==> config.mk <==
export PLATFORM = sky130hd
export DESIGN_NAME = serial_as_unit
export DESIGN_NICKNAME = d
export VERILOG_FILES = /design/src/rtl/as_pkg.sv /design/src/rtl/full_adder.sv /design/src/rtl/serial_as_unit.sv
export SDC_FILE = /design/constraint.sdc
export NUM_CORES = 1
export LEC_CHECK = 0
export CORE_ASPECT_RATIO = 0.75
export CORE_UTILIZATION = 45
export CTS_CLUSTER_SIZE = 40
export DETAILED_ROUTE_END_ITERATION = 16
export PLACE_DENSITY = 0.75
export SYNTH_ARGS = -nofsm -noshare
export SYNTH_HDL_FRONTEND = slang
export SYNTH_SLANG_ARGS = --single-unit
==> constraint.sdc <==
create_clock -name clk -period 1.5 [get_ports clk]
set_input_delay 0.375 -clock clk [delete_from_list [all_inputs] [get_ports clk]]
set_output_delay 0.375 -clock clk [all_outputs]
set_load 0.02 [all_outputs]
==> src/rtl/as_pkg.sv <==
`default_nettype none
// ============================================================================
// Package : as_pkg
// Brief   : Shared opcode, state encoding and bit-level helper for the
//           bit-serial add/subtract unit.
// Rev     : 1.0  initial release
// ============================================================================
package as_pkg;

  localparam logic OP_ADD = 1'b0;
  localparam logic OP_SUB = 1'b1;

  // 2'd3 is never entered; the FSM steers it back to IDLE.
  typedef enum logic [1:0] {
    ST_IDLE = 2'd0,
    ST_RUN  = 2'd1,
    ST_DONE = 2'd2
  } state_t;

  // Majority of three: carry out of a full-adder cell.
  function automatic logic maj3(input logic x, input logic y, input logic z);
    return (x & y) | (x & z) | (y & z);
  endfunction

endpackage
`default_nettype wire

==> src/rtl/full_adder.sv <==
`default_nettype none
// ============================================================================
// Module : full_adder
// Brief  : Single full-adder cell; the only arithmetic in the serial unit.
// Rev    : 1.0  initial release
// ============================================================================
module full_adder
  import as_pkg::*;
(
  input  logic i_a,
  input  logic i_b,
  input  logic i_cin,
  output logic o_s,
  output logic o_cout
);

  assign o_s    = i_a ^ i_b ^ i_cin;
  assign o_cout = maj3(i_a, i_b, i_cin);

endmodule
`default_nettype wire

==> src/rtl/serial_as_unit.sv <==
`default_nettype none
// ============================================================================
// Module : serial_as_unit
// Brief  : Bit-serial two's-complement add/subtract with valid/ready request
//          and response handshakes. One bit per cycle, LSB first.
// Rev    : 1.0  initial release
// ============================================================================
module serial_as_unit
  import as_pkg::*;
#(
  parameter int WIDTH = 8
) (
  input  logic             clk,
  input  logic             rst_n,
  input  logic             in_valid,
  output logic             in_ready,
  input  logic [WIDTH-1:0] a,
  input  logic [WIDTH-1:0] b,
  input  logic             opcode,
  output logic             out_valid,
  input  logic             out_ready,
  output logic [WIDTH-1:0] result,
  output logic             carry,
  output logic             overflow
);

  localparam int               CW     = (WIDTH > 1) ? $clog2(WIDTH) : 1;
  localparam logic [CW-1:0]    C_LAST = CW'(WIDTH - 1);

  state_t           r_state;
  state_t           w_next;
  logic             r_alive;     // low while in reset, keeps in_ready at 0
  logic [CW-1:0]    r_cnt;
  logic [WIDTH-1:0] r_a;
  logic [WIDTH-1:0] r_b;         // already inverted for SUB
  logic [WIDTH-1:0] r_res;
  logic             r_c;
  logic             r_carry;
  logic             r_ovf;

  logic             w_accept;
  logic             w_take;
  logic             w_last;
  logic             w_s;
  logic             w_cout;

  assign out_valid = (r_state == ST_DONE);
  assign in_ready  = r_alive & ((r_state == ST_IDLE) |
                                ((r_state == ST_DONE) & out_ready));
  assign w_accept  = in_valid & in_ready;
  assign w_take    = out_valid & out_ready;
  assign w_last    = (r_cnt == C_LAST);

  assign result    = r_res;
  assign carry     = r_carry;
  assign overflow  = r_ovf;

  full_adder u_fa (
    .i_a    (r_a[0]),
    .i_b    (r_b[0]),
    .i_cin  (r_c),
    .o_s    (w_s),
    .o_cout (w_cout)
  );

  // State register plus the reset-release flag gating in_ready.
  always_ff @(posedge clk or negedge rst_n) begin
    if (!rst_n) begin
      r_state <= ST_IDLE;
      r_alive <= 1'b0;
    end else begin
      r_state <= w_next;
      r_alive <= 1'b1;
    end
  end

  // Next-state logic; a take and a new accept in DONE go straight to RUN.
  always_comb begin
    w_next = r_state;
    case (r_state)
      ST_IDLE: if (w_accept) w_next = ST_RUN;
      ST_RUN:  if (w_last)   w_next = ST_DONE;
      ST_DONE: begin
        if (w_accept)    w_next = ST_RUN;
        else if (w_take) w_next = ST_IDLE;
      end
      default: w_next = ST_IDLE;
    endcase
  end

  // Operand capture, serial bit processing and result/flag registers.
  always_ff @(posedge clk or negedge rst_n) begin
    if (!rst_n) begin
      r_cnt   <= '0;
      r_a     <= '0;
      r_b     <= '0;
      r_res   <= '0;
      r_c     <= 1'b0;
      r_carry <= 1'b0;
      r_ovf   <= 1'b0;
    end else if (w_accept) begin
      r_a   <= a;
      r_b   <= b ^ {WIDTH{opcode}};
      r_c   <= (opcode == OP_SUB);   // +1 completes A + ~B + 1
      r_cnt <= '0;
    end else if (r_state == ST_RUN) begin
      r_a   <= r_a >> 1;
      r_b   <= r_b >> 1;
      r_c   <= w_cout;
      r_res <= {w_s, r_res[WIDTH-1:1]};
      r_cnt <= r_cnt + 1'b1;
      if (w_last) begin
        // r_c here is the carry into the MSB.
        r_carry <= w_cout;
        r_ovf   <= r_c ^ w_cout;
      end
    end
  end

endmodule
`default_nettype wire
== Yosys cells after proc, flatten, opt, wreduce, memory -nomap -nowiden ==
Index checks and enable logic that the tools add are counted.

* Eq/ne operators: 6
* Add/sub/neg operators: 1
* Mux-type cells: 13
* Reductions and logical operators: 5
* Bitwise gates (word level): 14

{| class="wikitable"
|+ Operators with widths
! kind !! number
|-
| 2-to-1 mux 8 bit || 4
|-
| 2-to-1 mux 2 bit || 4
|-
| XOR 8 bit || 1
|-
| bitwise AND 1 bit || 6
|-
| 2-to-1 mux 3 bit || 2
|-
| case mux 2 bit (3 select lines) || 1
|-
| AND reduction 3 bit || 2
|-
| inequality test 2 bit (second input constant) || 2
|-
| adder 3 x 1 -> 3 bit (second input constant) || 1
|-
| equality test 3 bit (second input constant) || 1
|-
| inequality test 3 x 1 -> 1 bit (second input constant) || 1
|-
| OR 1 bit || 3
|-
| XOR 1 bit || 3
|-
| equality test 2 x 1 -> 1 bit (second input constant) || 1
|-
| equality test 2 bit (second input constant) || 1
|-
| zero test 2 bit || 1
|-
| 2-to-1 mux 1 bit || 2
|-
| AND reduction 2 bit || 1
|-
| nonzero test 2 bit || 1
|-
| inverter 1 bit || 1
|}

* Word-level logic and storage cells: 48
* Input port bits: 21
* Output and inout port bits: 12
* Flip-flop bits (word level): 33

== Logic depth before layout (Yosys ltp) ==
* Depth after elaboration: 7
* Mapped depth: 5
* Gate-level depth less buffers: 4

== Modules after synthesis ==
From an unflattened synthesis, not the netlist that was laid out.

* Cells, all modules: 139
* Area total of the unflattened synthesis: 1539.0 µm²

{| class="wikitable"
|+ By module, submodules not included
! module !! seq. area each (µm²) !! instances !! cells each !! area an instance (µm²)
|-
| serial_as_unit || 825.8 || 1 || 138 || 1519.0
|-
| full_adder || 0.0 || 1 || 1 || 20.0
|}

== Worst setup path before layout ==
No wires, ideal clock.

* Path kind: flip-flop to flip-flop
* Start: register r_c
* End: register r_ovf (netlist: overflow)
* Stages on the path, launching flop included: 4
* Library setup time: 128 ps
* Buffers on the path: 0
* Data required time: 1372 ps
* Slack: 93 ps
* Period minus slack after synthesis: 1407 ps
* Arrival: 1279 ps
* Cells stage by stage: dfrtp_1 -> fa_1 -> xor2_1 -> mux2_1

* Word-level cells in the longest chain between the ends: 4
* Elaborated cells between the ends (all ways): 5
* Those cells by class: bitwise: 5

{| class="wikitable"
|+ RTL lines
! what !! RTL line !! source
|-
| from (decl) || serial_as_unit.sv:37 || <nowiki>logic r_c;</nowiki>
|-
| from (signal assigned) || serial_as_unit.sv:104 || <nowiki>r_c <= (opcode == OP_SUB);</nowiki>
|-
| from (signal assigned) || serial_as_unit.sv:109 || <nowiki>r_c <= w_cout;</nowiki>
|-
| bitwise AND 1 bit || as_pkg.sv:22 || <nowiki>return (x & y) | (x & z) | (y & z);</nowiki>
|-
| OR 1 bit || as_pkg.sv:22 ||
|-
| OR 1 bit * || as_pkg.sv:22 ||
|-
| net u_fa.o_cout || full_adder.sv:14 || <nowiki>output logic o_cout</nowiki>
|-
| XOR 1 bit * || serial_as_unit.sv:115 || <nowiki>r_ovf <= r_c ^ w_cout;</nowiki>
|-
| to (signal assigned) || serial_as_unit.sv:115 ||
|-
| to (decl) || serial_as_unit.sv:39 || <nowiki>logic r_ovf;</nowiki>
|}

Mark *: on every way through the listed nets, which the timed path passes. The rest lies on a longest branch.
A chain may end at the register's enable or synchronous reset.

== Final worst setup path ==
* Start: register r_state[0]
* End: output in_ready

* Word-level cells in the longest chain between the ends: 4
* Elaborated cells between the ends (all ways): 5
* Those cells by class: eq/ne: 1; bitwise: 3; reduce/logical: 1

{| class="wikitable"
|+ RTL lines
! what !! RTL line !! source
|-
| from (decl) || serial_as_unit.sv:30 || <nowiki>state_t r_state;</nowiki>
|-
| from (signal assigned) || serial_as_unit.sv:72 || <nowiki>r_state <= w_next;</nowiki>
|-
| equality test 2 bit || serial_as_unit.sv:49 || <nowiki>((r_state == ST_DONE) & out_ready));</nowiki>
|-
| bitwise AND 1 bit || serial_as_unit.sv:49 ||
|-
| OR 1 bit * || serial_as_unit.sv:48 || <nowiki>assign in_ready = r_alive & ((r_state == ST_IDLE) |</nowiki>
|-
| bitwise AND 1 bit * || serial_as_unit.sv:48 ||
|-
| to (decl) || serial_as_unit.sv:16 || <nowiki>output logic in_ready,</nowiki>
|}

Every way passes the cells marked *; elsewhere a longest branch is shown, timed or not.

==> out/results.tsv <==
metric	value	unit
GRT Total Usage	19.0	%
clk slew on worst S/H paths	0.07	ns
highest-count cells in the layout ignoring fill and taps	dfrtp_1, nand2_1, mux2i_1, clkdlybuf4s50_1	
dpl cell area	2040	um2
share of cells above drive strength 1	16.6	%
Yosys reg bits	33	
Post-Syn Area	1580	um2
DRT Wirelength	3260	um
CTS Sinks	33	
internal cell power	0.00267	W
MaxCap Viol Count	0	
Pwr Density	1910	nW/um2
vias per inst	5.19	
Vias	1179	
Seq/Total Area, Yosys	52.4	%
R2R Path End	overflow	
final hold vios	0	
Final Cycle Share	102	%
CP Class	flop to output pin	
Fmax achieved	651	MHz
GR Overflow Total	0	
post-synth top area cell	dfrtp_1	
Multi-input gate area	698	um2
final critical-path required period	1.54	ns
Avg Cell Area, Syn	11.1	um2
DP Worst Slack	-0.549	ns
row count	18	
Final HPWL DP	2330	um
storage element area	826	um2
full die area	3750	um2
Comb power frac	42.9	%
H-tree depth	2	
Reg2Reg Depth	3	
DR iter-0 viols	47	
residual antenna-violating net count after detailed routing	0	
reported net switching power	0.00146	W
share of the synthesized area in the top cell type	52.4	%
initial antenna violation count	0	
Seq pwr share	36.1	%
Initial Utilization	47.6	%
switching portion of total power	35.4	%
Pre-Repair DR Iteration Count	4	
pin count of the biggest net entering global routing	34	
WHS	0.448	ns
die height	53.3	um
Synth cell types	26	
status	complete, but fails checks	
n_diodes	0	
fillers	262	
critical path data required time	1.12	ns
power consumption	0.00413	W
final setup fails	1	
Worst Path Max Fanout	2	
Hold/Removal Path Class	input pin to async pin	
Placer Congestion	0.783	
Setup TNS Final	-0.0350	ns
Worst R2R Setup Slack	0.03	ns
cts-stage hold buffer count	0	
crit start category	flop	
Die W	70.3	um
nets	210	
Final Max Tran Viols	0	
Top Ports	33	
failing checks	negative setup slack	
R2R Path Start	r_c	
DR WL/cell	14.3	um
CORE AREA	3310	um2
largest cells by area after synthesis	dfrtp_1, mux2i_1, nand2_1, xnor2_1, nand4_1	
cells after synthesis	142	
syn_nets	166	
Worst setup EP type	output pin	
CTS tree	built	
warnings from Yosys	0	
Post-route DRC	0	
most common cell after layout, fill and taps aside	dfrtp_1	
clock group share of total power	21.0	%
post-CTS setup repair buffer count	0	
fin worst setup slack	-0.0350	ns
P_leak	1.08	nW
worst endpoint data arrival time	1.16	ns
RSZ-0062 raised after global routing	true	
IO buf count	32	
first-pass GRT wire length	5130	um
vias in the first global route	1100	
maximum vdd ir drop	1170	uV
CTS Root Cell	clkbuf_8	
fin area	2160	um2
worst skew pair latency	0.29	ns
Clock Tree Buf Depth	2	
Area Growth Syn to Fin	37.1	%
CTS buffer count	5	
clock skew	0.00491	ns
==> what timing repair did <==
action | in CTS | in global routing
resized for setup | 24 | 4
endpoints found under the setup margin | 12 | 4
pin swaps | 0 | 1
==> power groups by stage <==
stage / Combinational [W] / Sequential (W) / Clock, W
floorplan: 0.00103 / 0.00160 / 0
global placement: 0.00175 / 0.00147 / 0
detailed placement: 0.00184 / 0.00151 / 0
CTS: 0.00177 / 0.00149 / 0.000884
global route: 0.00193 / 0.00154 / 0.000922
finish: 0.00177 / 0.00149 / 0.000869
==> cell families after synthesis <==
group	synth area share, %
adders and majority gates	2.86
xor gates and xnor gates	5.56
muxes	14.1
DFF	52.4
buffers and inverters	4.44
other	0.238
AOI/OAI and AO/OA	5.48
and+or+nand+nor	14.9
==> registers in the layout, indices dropped and copies added (netlist names) <==
register  cells
result        8
r_a           8
r_state       2
overflow      1
r_c           1
r_alive       1
carry         1
r_cnt         3
r_b           8
==> synth_stat cells <==
library cell  instances
and2_1                4
clkbuf_2              1
nand2b_1              2
mux2i_1              20
nor2b_1               3
ha_1                  2
nor2_1                1
clkbuf_1              1
fa_1                  1
xor2_1                1
buf_6                 3
nand3_2               1
nand4_1               6
a221o_1               3
o21ai_0               2
conb_1                1
buf_4                 1
buf_2                 4
dfrtp_1              33
a21oi_1               2
and3_4                1
mux2_1                2
a31oi_1               1
xnor2_1               9
nand2_1              31
o21ai_1               6
==> per-stage QoR <==
stage | util [%] | cells
floorplan | - | 142
global placement | 61.6 | 219
detailed placement | 61.6 | 219
CTS | 65.0 | 227
global route | 65.3 | 227
finish | 65.3 | 227
==> metal layers <==
layer  share of wire, %  GRT usage, %  wire length, um
met1                 44          23.2             1440
met2                 51          31.3             1650
met3                3.8          4.76              125
met4                1.4          10.7               46
met5                  0             0                0
==> final cells by class <==
class,instances,area share (%)
clock inverter,1,1.39
sequential,33,38.2
multi-input combinational,99,32.3
timing repair buffer,47,21.8
clock buffer,7,3.99
tap,40,2.31
==> worst max-delay path, cell delays in order (launching register included) <==
cell     delay, ns
dfrtp_1       0.42
nor2b_2       0.18
and2_4        0.16
buf_6         0.11
==> worst max path at each step <==
stage	from	end	cells past startpoint
2_1_floorplan	r_c	overflow	3
3_3_place_gp	out_ready	in_ready	4
6_report	r_state[0]	in_ready	3
3_5_place_dp	out_ready	in_ready	4
5_1_grt	r_state[0]	in_ready	3
4_1_cts	r_state[0]	in_ready	3
(Power assumes the default switching activity.)
